`src/rtl/dac_spi_tx.sv`:
```
// SPI mode-0 transmitter for an MCP4921-class DAC: captures a 12-bit code per strobe,
// shifts out {DAC_CFG, code}, pulses LDAC, and keeps one newest-wins pending sample.
module dac_spi_tx #(
  parameter int          CLK_DIV = 4,
  parameter logic [3:0]  DAC_CFG = 4'b0111,
  parameter int          CNT_W   = 16
) (
  input  logic             clk,
  input  logic             rst,
  input  logic             sample_valid,
  input  logic [11:0]      sample_data,
  output logic             dac_sclk,
  output logic             dac_cs_n,
  output logic             dac_mosi,
  output logic             dac_ldac_n,
  output logic             busy,
  output logic             frame_done,
  output logic [CNT_W-1:0] drop_count
);

  localparam int DIV_W = (CLK_DIV > 1) ? $clog2(CLK_DIV) : 1;
  localparam logic [DIV_W-1:0] DIV_LOAD = DIV_W'(CLK_DIV - 1);

  typedef enum logic [2:0] {IDLE, SETUP, SCK_HI, SCK_LO, CS_GAP, LDAC} state_t;

  state_t           state_reg;
  logic [DIV_W-1:0] div_reg;
  logic [3:0]       bit_reg;
  logic [15:0]      shift_reg;
  logic             pend_valid_reg;
  logic [11:0]      pend_data_reg;
  logic             sclk_reg;
  logic             cs_n_reg;
  logic             ldac_n_reg;
  logic             busy_reg;
  logic             done_reg;
  logic [CNT_W-1:0] drop_reg;

  logic             start_frame;
  logic [11:0]      start_data;

  // A frame starts from IDLE, or back-to-back on LDAC exit when a sample is pending.
  always_comb begin
    start_frame = 1'b0;
    start_data  = pend_data_reg;
    if (state_reg == IDLE) begin
      start_frame = pend_valid_reg || sample_valid;
      start_data  = pend_valid_reg ? pend_data_reg : sample_data;
    end else if (state_reg == LDAC && div_reg == '0 && pend_valid_reg) begin
      start_frame = 1'b1;
    end
  end

  always_ff @(posedge clk or posedge rst) begin
    if (rst) begin
      state_reg      <= IDLE;
      div_reg        <= '0;
      bit_reg        <= '0;
      shift_reg      <= '0;
      pend_valid_reg <= 1'b0;
      pend_data_reg  <= '0;
      sclk_reg       <= 1'b0;
      cs_n_reg       <= 1'b1;
      ldac_n_reg     <= 1'b1;
      busy_reg       <= 1'b0;
      done_reg       <= 1'b0;
      drop_reg       <= '0;
    end else begin
      done_reg <= 1'b0;

      // Strobes during a frame (including the LDAC exit cycle) go to the pending slot.
      if (busy_reg && sample_valid) begin
        pend_valid_reg <= 1'b1;
        pend_data_reg  <= sample_data;
        if (pend_valid_reg && drop_reg != '1)
          drop_reg <= drop_reg + 1'b1;
      end

      case (state_reg)
        IDLE: begin
          if (pend_valid_reg) begin
            if (sample_valid) pend_data_reg  <= sample_data;
            else              pend_valid_reg <= 1'b0;
          end
        end
        SETUP, SCK_LO: begin
          if (div_reg == '0) begin
            state_reg <= SCK_HI;
            div_reg   <= DIV_LOAD;
            sclk_reg  <= 1'b1;
          end else begin
            div_reg <= div_reg - 1'b1;
          end
        end
        SCK_HI: begin
          if (div_reg == '0) begin
            div_reg   <= DIV_LOAD;
            sclk_reg  <= 1'b0;
            // After the 16th shift the register is all zeros, so MOSI idles low.
            shift_reg <= {shift_reg[14:0], 1'b0};
            if (bit_reg == '0) begin
              state_reg <= CS_GAP;
              cs_n_reg  <= 1'b1;
            end else begin
              state_reg <= SCK_LO;
              bit_reg   <= bit_reg - 1'b1;
            end
          end else begin
            div_reg <= div_reg - 1'b1;
          end
        end
        CS_GAP: begin
          if (div_reg == '0) begin
            state_reg  <= LDAC;
            div_reg    <= DIV_LOAD;
            ldac_n_reg <= 1'b0;
          end else begin
            div_reg <= div_reg - 1'b1;
          end
        end
        LDAC: begin
          if (div_reg == '0) begin
            ldac_n_reg <= 1'b1;
            done_reg   <= 1'b1;
            if (!pend_valid_reg) begin
              state_reg <= IDLE;
              busy_reg  <= 1'b0;
            end else if (!sample_valid) begin
              pend_valid_reg <= 1'b0;
            end
          end else begin
            div_reg <= div_reg - 1'b1;
          end
        end
        default: state_reg <= IDLE;
      endcase

      if (start_frame) begin
        state_reg <= SETUP;
        div_reg   <= DIV_LOAD;
        bit_reg   <= 4'd15;
        shift_reg <= {DAC_CFG, start_data};
        cs_n_reg  <= 1'b0;
        sclk_reg  <= 1'b0;
        busy_reg  <= 1'b1;
      end
    end
  end

  assign dac_sclk   = sclk_reg;
  assign dac_cs_n   = cs_n_reg;
  assign dac_mosi   = shift_reg[15];
  assign dac_ldac_n = ldac_n_reg;
  assign busy       = busy_reg;
  assign frame_done = done_reg;
  assign drop_count = drop_reg;

endmodule

```
`config.mk`:
```
export PLATFORM = sky130hd
export DESIGN_NAME = dac_spi_tx
export DESIGN_NICKNAME = d
export VERILOG_FILES = /design/src/rtl/dac_spi_tx.sv
export SDC_FILE = /design/constraint.sdc
export NUM_CORES = 1
export LEC_CHECK = 0
export CAP_MARGIN = 20
export CORE_ASPECT_RATIO = 0.9
export CORE_UTILIZATION = 58
export CTS_BUF_LIST = sky130_fd_sc_hd__clkbuf_4
export CTS_CLUSTER_DIAMETER = 40
export DETAILED_ROUTE_END_ITERATION = 10
export GPL_ROUTABILITY_DRIVEN = 0
export GPL_TIMING_DRIVEN = 0
export PLACE_DENSITY = 0.83
export SYNTH_ARGS = -nofsm -noshare
export SYNTH_HDL_FRONTEND = slang
export SYNTH_SLANG_ARGS = --single-unit
```
`constraint.sdc`:
```
create_clock -name clk -period 2.6 [get_ports clk]
set_clock_uncertainty 0.2 [all_clocks]
set_input_delay 0.39 -clock clk [delete_from_list [all_inputs] [get_ports clk]]
set_output_delay 0.39 -clock clk [all_outputs]
set_load 0.05 [all_outputs]
```
; Yosys cells after proc, flatten, opt, wreduce, memory -nomap -nowiden
; Cells that the tools add are included.
[word_totals]
ff_bits = 59
in_bits = 15
out_inout_bits = 22
wordCells = 105
[classes]
n_addsub = 3
eq_ne = 17
mux = 47
reduce_logical = 26
[op_table]
columns = cell, count
row1 = 12-bit 2-to-1 mux, 6
row2 = 16-bit 2-to-1 mux, 3
row3 = 3-bit 2-to-1 mux, 7
row4 = 1-bit 2-to-1 mux, 19
row5 = 16-bit by 1-bit adder with 16-bit output (second input constant), 1
row6 = 4-bit 2-to-1 mux, 4
row7 = 16-bit inequality test (second input constant), 1
row8 = 3-bit inequality test (second input constant), 5
row9 = 3-bit one-hot mux with 5 select lines, 1
row10 = 3-bit AND reduction, 5
row11 = 2-bit nonzero test, 5
row12 = 3-bit by 2-bit equality test with 1-bit output (second input constant), 2
row13 = 3-bit equality test (second input constant), 2
row14 = 2-bit 2-to-1 mux, 3
row15 = 2-bit inequality test (second input constant), 3
row16 = 1-bit one-hot mux with 2 select lines, 3
row17 = 2-bit AND reduction, 3
row18 = 6-bit AND reduction, 1
row19 = 3-bit nonzero test, 2
row20 = 1-bit logical AND, 4
row21 = 4-bit logical NOT, 1
row22 = 2-bit by 1-bit inequality test with 1-bit output (second input constant), 2
row23 = 2-bit one-hot mux with 2 select lines, 1
row24 = 4-bit OR reduction, 1
row25 = other kinds (8), 8

; Depth between registers and ports, before layout
; Gate-level depths: netlist of run 1.
[logic_depth]
ltp_word = 7
mapped_depth = 8
ltp_nobuf = 6

; Worst setup path after synthesis of run 1
; No wires, ideal clock.
[synth_timing]
path_type = register to register
start = reg drop_reg[0] (netlist: drop_count[0])
end = reg drop_reg[1] (netlist: drop_count[1])
setup_time_ns = 0.125
arrival_time_ns = 1.856
required_ns = 2.275
slack_ns = 0.419
path_stages_with_launch = 6
n_path_buf = 0
period_less_slack_ns = 2.181
cell_sequence = dfrtp_1 > ha_1 > and2_1 > and4_4 > a21oi_1 > mux2_2
[synth_via]
elab_chain_len = 3
word_cells_on_any_way = 4
classes_between = add/sub: 1 / eq/ne: 1 / reduce/logical: 2
[synth_rtl]
columns = element, line_no
row1 = from (decl), 37  ; logic [CNT_W-1:0] drop_reg;
row2 = from (signal assigned), 76  ; drop_reg <= drop_reg + 1'b1;
row3 = branches (longest 3 deep; another with 16-bit by 1-bit adder with 16-bit output), --
; Parallel ways; which one is timed is not known.
; A chain may end at the register's enable or synchronous reset.

; Final worst setup path of run 1
[layout_timing]
start = reg cs_n_reg (netlist: dac_cs_n)
end = out dac_cs_n
[layout_lines]
columns = element, line_no
row1 = from (decl), 33  ; logic cs_n_reg;
row2 = from (signal assigned), 63  ; cs_n_reg <= 1'b1;
row3 = from (signal assigned), 103  ; cs_n_reg <= 1'b1;
row4 = from (signal assigned), 143  ; cs_n_reg <= 1'b0;
row5 = to (decl), 13  ; output logic dac_cs_n,
; No word-level cell between the ends.

==> summary.txt, run 1 <==
Layout
  • Non-filler cells, final: 390
  • Area of the multi-input gates: 1440 um^2
  • Layout area overhead: 20.4%
  • Sequential Area: 1480 um^2
  • Share of layout cells above drive strength 1: 0.166
  • Fillers: 369
  • Ant. Diodes: 0
  • # nets final: 338

Synthesis
  • Main synth FF type: dfrtp_1
  • Ys Warns: 0
  • Share of the synthesized area in the top cell type: 0.473
  • Most frequent cell after synthesis: dfrtp_1
  • Seq/Total Area, Yosys: 0.490
  • Commonest cells in the netlist: 57 x dfrtp_1, 26 x nand2_1, 23 x mux2i_1, 11 x a22oi_1, 11 x nor2_1
  • Ys async rst share: 1.00
  • Avg Cell Area, Syn: 11.1 um^2
  • Syn Nets: 290
  • #FFs+latches synth: 59
  • Synthesized cell area: 3020 um^2
  • Largest cells by area after synthesis: dfrtp_1 47%, mux2i_1 7.6%, mux2_4 4.5%
  • Syn Inst Count: 272
  • Post-synth top area cell: dfrtp_1
  • Post-synth EDFFs: 0
  • Yosys cell types: 55

Timing
  • Final Max Slew Viols: 0
  • Achievable clock frequency: 428 MHz
  • Worst-Margin Slew: 593 ps
  • Final Cycle Share: 0.898
  • Unrepaired setup endpoints after global routing: no
  • Final setup viols: 0
  • Final min period: 2340 ps
  • Slew headroom: 0.604
  • Hold Fails Final Rpt: 0

Setup path
  • Crit path max fanout: 2
  • CP top delay family: buffers and inverters
  • WP data arrival: 1750 ps
  • CP Cell Sequence: clkdlybuf4s50_1
  • CP startpoint kind: flop
  • Required time worst endpoint: 2010 ps
  • Worst setup EP type: output port
  • Critical-path top delay cell: clkdlybuf4s50_1
  • Critical Setup Path Class: flop to output port
  • CP peak stage delay: 790 ps
  • Worst path bufs/invs: 1

Floorplan
  • Die X: 78.0 um
  • Site row count: 24
  • Initial Utilization: 0.613
  • Die area: 5490 um^2
  • Die height: 70.4 um
  • CORE AREA: 4920 um^2
  • IO Pins: 37

Pwr
  • Total power: 3.50 mW
  • Power Density: 964 nW/um^2
  • Peak supply drop: 0.558 mV
  • Lkg Pwr: 1.72 nW

CTS
  • Root Driver: clkbuf_4
  • Post-CTS Setup Bufs: 0
  • CTS max path bufs: 2
  • Post-CTS sizing: 0
  • Num Clock Sinks: 59
  • CTS buffer count: 9
  • TritonCTS clock tree: done
  • Clock slew at reported path FFs: 100 ps
  • Clk_lat worst skew: 410 ps
  • H-tree levels: 3
  • Hold-fix buffer count after cts: 0

Placement
  • Port bufs: 36
  • Placed cells: 374
  • Post-DP HPWL: 4150 um

Global route
  • Global Route Usage Sum: 0.252
  • First-pass GRT wire length: 10600 um
  • Largest net degree at the start of global routing: 33
  • Vias in the first global route: 2267
  • Grt total ovfl: 0
  • Initial antenna violation count: 0

Route
  • Total Wirelength: 6050 um
  • TritonRoute pass-1 iters: 4
  • Vias: 2306
  • DR WL/cell: 15.5 um
  • 1st-iter DRT viols: 158
  • Ratio of routed vias to standard cells: 5.91
  • Metal3 WL: 270 um
  • Post-route antenna net violation count: 0
  • WL met1: 2780 um
  • Residual DRC count: 0
  • Met2 WL: 2950 um
  • Uppermost layer routed: met4

Run status
  • Status: complete, no violations

Job
  • Max cap viols: 0

Hold path
  • Min-delay worst type: primary input to async pin
## cell usage in the layout (no fill, tap or decap), drive strengths merged, types with 5 or more instances in the layout
cell and count:
inv 6, a22oi 11, and3 5, clkdlybuf4s50 36, nand3 10, xor2 9
nand4 5, clkbuf 14, o21ai 10, a21oi 8, nor3 5, mux2 16
buf 11, and2 6, nor2 12, nand2 26, a31oi 5, dfrtp 57
mux2i 23
## cell families after synthesis
kind of cell | synth area share
xor gates and xnor gates | 0.0290
buffers and inverters | 0.0340
adders and majority gates | 0.0124
and+or+nand+nor | 0.182
muxes | 0.147
DFF | 0.490
AOI/OAI and AO/OA | 0.105
## through the flow
step	setup WS, ps	utilization	hold WS (ps)	area, um^2	setup TNS, ps
final	264	0.738	149	3630	0
after global routing	201	0.738	189	3630	0
after CTS	225	0.738	142	3630	0
after detailed placement	370	0.706	287	3480	0
after global placement	-526	0.702	276	3460	-29890
after floorplan	419	-	262	3020	0
## per-layer routing
| metal | GRT usage | vias to the layer above |
|---|---|---|
| li1 | - | 1096 |
| met1 | 0.323 | 1141 |
| met2 | 0.397 | 61 |
| met3 | 0.0863 | 8 |
| met4 | 0.0905 | 0 |
| met5 | 0 | - |
## report_power, final
part,internal [mW],switching (mW),total [mW]
Clock,0.393,0.337,0.730
Sequential,1.17,0.192,1.36
Combinational,0.616,0.796,1.41
Total,2.18,1.33,3.50
## cell type report
cell class / count / share of cell area
Sequential cell: 59 / 0.407
Multi-Input combinational cell: 193 / 0.395
Timing Repair Buffer: 37 / 0.105
Tap cell: 65 / 0.0224
Clock inverter: 6 / 0.0220
Buffer: 14 / 0.0220
Clock buffer: 10 / 0.0207
Inverter: 6 / 0.00620
## worst paths after layout
path | start | endpoint | slack, ps | cells after the start
min reg2reg | dac_ldac_n$_DFFE_PP1P_ | dac_ldac_n$_DFFE_PP1P_ | 310 | 2
max reg2reg | div_reg[0]$_DFFE_PP0P_ | bit_reg[2]$_DFFE_PP0P_ | 520 | 7
max | dac_cs_n$_DFFE_PP1P_ | dac_cs_n | 260 | 1
min | rst | async pin | 150 | 2
min in group clk | dac_ldac_n$_DFFE_PP1P_ | dac_ldac_n$_DFFE_PP1P_ | 310 | 2
max in group asynchronous | rst | dac_ldac_n$_DFFE_PP1P_ | 1390 | 3
Power figures use the tool's default switching activity.
==> inputs of run 2 (changes only) <==
--- a/config.mk
+++ b/config.mk
@@ -13,7 +13,7 @@
 export DETAILED_ROUTE_END_ITERATION = 10
 export GPL_ROUTABILITY_DRIVEN = 0
 export GPL_TIMING_DRIVEN = 0
-export PLACE_DENSITY = 0.83
+export PLACE_DENSITY = 0.84
 export SYNTH_ARGS = -nofsm -noshare
 export SYNTH_HDL_FRONTEND = slang
 export SYNTH_SLANG_ARGS = --single-unit
==> run 2 against run 1 <==
Final cell count unchanged. Sequential power about the same. Total power decreased by 2.8%. Cell area decreased by 0.65%. Combinational power about the same. Critical endpoint unchanged. Largest cell class unchanged.
==> summary.txt, run 2 (synthesis results as in run 1) <==
Run status
  • Status: complete, no violations (unchanged)

Timing
  • Final Max Slew Viols: 0 (unchanged)
  • Unrepaired setup endpoints after global routing: no (unchanged)
  • Achievable clock frequency: 427 MHz (was 428 MHz)
  • Worst-Margin Slew: 498 ps (was 593 ps)
  • Final setup viols: 0 (unchanged)
  • Final min period: 2340 ps (about the same)
  • Slew headroom: 0.667 (was 0.604)
  • Final Cycle Share: 0.900 (was 0.898)
  • Setup TNS: 0 ps (unchanged)
  • Worst setup margin: 259 ps (was 264 ps)
  • Hold Fails Final Rpt: 0 (unchanged)

Global route
  • Grt total ovfl: 0 (unchanged)
  • Largest net degree at the start of global routing: 38 (was 33)
  • Global Route Usage Sum: 0.247 (was 0.252)
  • Vias in the first global route: 2156 (was 2267)
  • First-pass GRT wire length: 10100 um (was 10600 um)
  • Initial antenna violation count: 0 (unchanged)

CTS
  • CTS buffer count: 9 (unchanged)
  • Root Driver: clkbuf_4 (unchanged)
  • Num Clock Sinks: 59 (unchanged)
  • Clock slew at reported path FFs: 110 ps (was 100 ps)
  • Post-CTS sizing: 0 (unchanged)
  • H-tree levels: 3 (unchanged)
  • Post-CTS Setup Bufs: 0 (unchanged)
  • Hold-fix buffer count after cts: 0 (unchanged)
  • Clk_lat worst skew: 430 ps (was 410 ps)
  • TritonCTS clock tree: done (unchanged)
  • CTS max path bufs: 2 (unchanged)

Layout
  • Ant. Diodes: 0 (unchanged)
  • Sequential Area: 1480 um^2 (unchanged)
  • Share of layout cells above drive strength 1: 0.169 (was 0.166)
  • Fillers: 350 (was 369)
  • Final Cell Area: 3610 um^2 (was 3630 um^2)
  • # nets final: 338 (unchanged)
  • Area of the multi-input gates: 1440 um^2 (unchanged)
  • Layout area overhead: 19.7% (was 20.4%)
  • Fin util: 0.733 (was 0.738)
  • Non-filler cells, final: 390 (unchanged)
  • Commonest non-fill, non-tap cell in the layout: dfrtp_1 (unchanged)
  • Most frequent cells in the layout: 57 x dfrtp_1, 36 x clkdlybuf4s50_1, 26 x nand2_1 (unchanged)

Job
  • Max cap viols: 0 (unchanged)

Route
  • Post-route antenna net violation count: 0 (unchanged)
  • TritonRoute pass-1 iters: 5 (was 4)
  • Residual DRC count: 0 (unchanged)
  • Vias: 2275 (was 2306)
  • Ratio of routed vias to standard cells: 5.83 (was 5.91)
  • Total Wirelength: 5980 um (was 6050 um)
  • 1st-iter DRT viols: 151 (was 158)
  • DR WL/cell: 15.3 um (was 15.5 um)

Setup path
  • CP top delay family: buffers and inverters (unchanged)
  • R2r startpoint: div_reg[0]$_DFFE_PP0P_ (unchanged)
  • Critical Setup Path Class: flop to output port (unchanged)
  • Reg2Reg Depth: 7 (unchanged)
  • CP peak stage delay: 790 ps (about the same)
  • CP startpoint kind: flop (unchanged)
  • RR Endpoint: bit_reg[2]$_DFFE_PP0P_ (unchanged)
  • CP Cell Sequence: clkdlybuf4s50_1 (unchanged)
  • Worst setup EP type: output port (unchanged)
  • WP data arrival: 1750 ps (about the same)
  • Reg2Reg Setup Slack: 530 ps (was 520 ps)
  • Worst path bufs/invs: 1 (unchanged)
  • Critical-path top delay cell: clkdlybuf4s50_1 (unchanged)
  • Required time worst endpoint: 2010 ps (about the same)
  • Crit path max fanout: 2 (unchanged)

Pwr
  • Power Density: 943 nW/um^2 (was 964 nW/um^2)
  • Peak supply drop: 0.606 mV (was 0.558 mV)
  • Lkg Pwr: 1.71 nW (was 1.72 nW)

Floorplan
  • Die area: 5490 um^2 (unchanged)
  • Initial Utilization: 0.613 (unchanged)
  • Die X: 78.0 um (unchanged)
  • Die height: 70.4 um (unchanged)
  • Site row count: 24 (unchanged)
  • IO Pins: 37 (unchanged)
  • CORE AREA: 4920 um^2 (unchanged)

Placement
  • Placement Cell Area: 3480 um^2 (unchanged)
  • Port bufs: 36 (unchanged)
  • Post-place setup slack: 362 ps (was 370 ps)
  • Placed cells: 374 (unchanged)
  • Post-DP HPWL: 4170 um (was 4150 um)

Hold path
  • Min-delay worst type: primary input to async pin (unchanged)
[run 2: cell count changes in the layout (fill, tap and decap cells not counted)]
cell | before | now
clkinv_1 | 2 | 1
clkinv_2 | 1 | 3
bufinv_16 | 2 | 1
[run 2: power breakdown]
group / total (mW) / switching, mW / internal (mW) / leakage (nW)
Combinational: 1.41 / 0.798 / 0.615 / 0.938
Sequential: 1.36 / 0.193 / 1.17 / 0.701
Clock: 0.631 / 0.336 / 0.295 / 0.0736
[run 2: worst max path at each step]
stage                                       endpoint  slack [ps]  cells after the start                       from
final                                       dac_cs_n         260                      1       dac_cs_n$_DFFE_PP1P_
after global placement        bit_reg[3]$_DFFE_PP0P_        -480                      2                        rst
after global routing                   drop_count[0]         210                      1  drop_count[0]$_DFFE_PP0P_
after CTS                                   dac_cs_n         240                      1       dac_cs_n$_DFFE_PP1P_
after floorplan            drop_count[1]$_DFFE_PP0P_         420                      5  drop_count[0]$_DFFE_PP0P_
after detailed placement  drop_count[13]$_DFFE_PP0P_         360                      5               sample_valid
[run 2: cell type report]
class / count / share of cell area
buffer: 14 / 0.0222
clock buffer: 10 / 0.0208
clock inverter: 6 / 0.0156
inverter: 6 / 0.00624
multi-input combinational: 193 / 0.398
sequential: 59 / 0.410
tap: 65 / 0.0225
timing repair buffer: 37 / 0.105
[run 2: per-layer routing]
metal,vias to the layer above,track usage,wire (um)
li1,1100,-,-
met1,1110,0.317,2780
met2,56,0.377,2860
met3,9,0.0641,242
met4,0,0.144,100
met5,-,0,0
[run 2: stage by stage]
stage	total power, mW	hold slack [ps]
2_1_floorplan	2.41	262
3_3_place_gp	2.72	277
3_5_place_dp	2.79	283
4_1_cts	3.42	117
5_1_grt	3.62	155
6_report	3.40	101
==> inputs of run 3 (changes only) <==
--- a/config.mk
+++ b/config.mk
@@ -6,7 +6,6 @@
 export NUM_CORES = 1
 export LEC_CHECK = 0
 export CAP_MARGIN = 20
-export CORE_ASPECT_RATIO = 0.9
 export CORE_UTILIZATION = 58
 export CTS_BUF_LIST = sky130_fd_sc_hd__clkbuf_4
 export CTS_CLUSTER_DIAMETER = 40
==> run 3 against run 2 <==
Sequential power about the same. Register-to-register slack got worse by 80 ps. Combinational power about the same. Wire length decreased by 1.5%. Die area barely moved. Total power is 2.2% lower. Utilization up 0.90 points. Non-clock buffer count did not move. Largest power group unchanged.
==> summary.txt, run 3 (synthesis results as in run 1) <==
Layout
  • Share of layout cells above drive strength 1: 0.169 (unchanged)
  • Fillers: 336 (was 350)
  • Layout area overhead: 19.2% (was 19.7%)
  • Most frequent cells in the layout: 57 x dfrtp_1, 36 x clkdlybuf4s50_1, 26 x nand2_1 (unchanged)
  • # nets final: 338 (unchanged)
  • Commonest non-fill, non-tap cell in the layout: dfrtp_1 (unchanged)
  • Ant. Diodes: 0 (unchanged)

Route
  • Total Wirelength: 5890 um (was 5980 um)
  • Post-route antenna net violation count: 0 (unchanged)
  • TritonRoute pass-1 iters: 4 (was 5)
  • DR WL/cell: 15.0 um (was 15.3 um)
  • Residual DRC count: 0 (unchanged)
  • Ratio of routed vias to standard cells: 5.79 (was 5.83)
  • 1st-iter DRT viols: 177 (was 151)
  • Vias: 2270 (was 2275)

Global route
  • Largest net degree at the start of global routing: 35 (was 38)
  • Global Route Usage Sum: 0.240 (was 0.247)
  • Vias in the first global route: 2094 (was 2156)
  • Initial antenna violation count: 0 (unchanged)
  • Grt total ovfl: 0 (unchanged)
  • First-pass GRT wire length: 9790 um (was 10100 um)

Setup path
  • CP top delay family: buffers and inverters (unchanged)
  • Worst setup EP type: output port (unchanged)
  • Required time worst endpoint: 2010 ps (about the same)
  • CP peak stage delay: 850 ps (was 790 ps)
  • CP startpoint kind: flop (unchanged)
  • Critical Setup Path Class: flop to output port (unchanged)
  • WP data arrival: 1710 ps (was 1750 ps)
  • CP Cell Sequence: clkdlybuf4s50_1 (unchanged)
  • Crit path max fanout: 6 (was 2)
  • Critical-path top delay cell: clkdlybuf4s50_1 (unchanged)
  • Worst path bufs/invs: 1 (unchanged)

CTS
  • Clock slew at reported path FFs: 100 ps (was 110 ps)
  • Post-CTS Setup Bufs: 0 (unchanged)
  • CTS buffer count: 9 (unchanged)
  • H-tree levels: 3 (unchanged)
  • Post-CTS sizing: 0 (unchanged)
  • CTS max path bufs: 2 (unchanged)
  • Hold-fix buffer count after cts: 0 (unchanged)
  • Root Driver: clkbuf_4 (unchanged)
  • Clk_lat worst skew: 390 ps (was 430 ps)
  • TritonCTS clock tree: done (unchanged)
  • Num Clock Sinks: 59 (unchanged)

Timing
  • Achievable clock frequency: 435 MHz (was 427 MHz)
  • Unrepaired setup endpoints after global routing: no (unchanged)
  • Worst setup margin: 300 ps (was 259 ps)
  • Hold Fails Final Rpt: 0 (unchanged)
  • Final hold slack: 164 ps (was 101 ps)
  • Final min period: 2300 ps (was 2340 ps)
  • Final Cycle Share: 0.884 (was 0.900)
  • Final Max Slew Viols: 0 (unchanged)
  • Final setup viols: 0 (unchanged)
  • Slew headroom: 0.624 (was 0.667)
  • Worst-Margin Slew: 564 ps (was 498 ps)
  • Setup TNS: 0 ps (unchanged)

Hold path
  • Min-delay worst type: primary input to async pin (unchanged)

Pwr
  • Power Density: 926 nW/um^2 (was 943 nW/um^2)
  • Lkg Pwr: 1.71 nW (about the same)
  • Peak supply drop: 0.566 mV (was 0.606 mV)

Floorplan
  • Die area: 5490 um^2 (about the same)
  • Initial Utilization: 0.622 (was 0.613)
  • CORE AREA: 4850 um^2 (was 4920 um^2)
  • Die height: 74.1 um (was 70.4 um)
  • Die X: 74.1 um (was 78.0 um)
  • Site row count: 25 (was 24)
  • IO Pins: 37 (unchanged)

Placement
  • Post-DP HPWL: 4130 um (was 4170 um)
  • Port bufs: 36 (unchanged)
  • Post-place setup slack: 378 ps (was 362 ps)

Job
  • Max cap viols: 0 (unchanged)

Run status
  • Status: complete, no violations (unchanged)
==> run 3: cell count changes in the layout (fill, tap and decap cells not counted) <==
cell | previous run | this run
bufinv_16 | 1 | 0
clkinv_2 | 3 | 0
clkbuf_4 | 10 | 15
clkinvlp_4 | 1 | 0
==> run 3: final timing paths <==
path                                              endpoint  slack [ps]                   start  cells after the start
worst max-delay path                                  busy         300        busy$_DFFE_PP0P_                      1
worst min-delay path            drop_count[11]$_DFFE_PP0P_         160                     rst                      2
worst max register to register      bit_reg[2]$_DFFE_PP0P_         450  div_reg[0]$_DFFE_PP0P_                      7
worst min register to register                        flop         300                    flop                      1
max in group asynchronous             dac_cs_n$_DFFE_PP1P_        1380                     rst                      3
min in group clk                                      flop         300                    flop                      1
==> run 3: power by group <==
group	total (mW)	switching, mW	internal [mW]
sequential	1.36	0.196	1.17
clock	0.564	0.303	0.260
combinational	1.40	0.788	0.615
total	3.33	1.29	2.04
==> run 3: metrics by stage <==
stage	instances	cell area, um^2	power (mW)	util
detailed placement	376	3480	2.78	0.718
global placement	375	3460	2.72	0.714
finish	392	3600	3.33	0.742
floorplan	272	3020	2.41	-
global route	392	3600	3.56	0.742
CTS	392	3600	3.34	0.742
==> run 3: worst register-to-register path, cell delays in order (launching register included) <==
cell and delay (ps):
dfrtp_1 450, inv_1 70, ha_1 210, and3_1 210
o21ai_2 250, and2_4 200, buf_2 240, o311ai_0 170
==> run 3: cell type report <==
| type | count | area, um^2 | area share |
|---|---|---|---|
| Timing Repair Buffer | 37 | 380 | 0.106 |
| Clock buffer | 15 | 113 | 0.0313 |
| Tap cell | 67 | 83.8 | 0.0233 |
| Multi-Input combinational cell | 193 | 1440 | 0.399 |
| Inverter | 6 | 22.5 | 0.00626 |
| Clock inverter | 1 | 3.75 | 0.00104 |
| Sequential cell | 59 | 1480 | 0.411 |
| Buffer | 14 | 80.1 | 0.0223 |
==> run 3: metal layers <==
layer | routed length [um] | vias up | GRT usage
met5 | 0 | - | 0
met3 | 257 | 6 | 0.0569
li1 | - | 1092 | -
met4 | 55 | 0 | 0.0833
met2 | 2880 | 60 | 0.386
met1 | 2700 | 1112 | 0.320
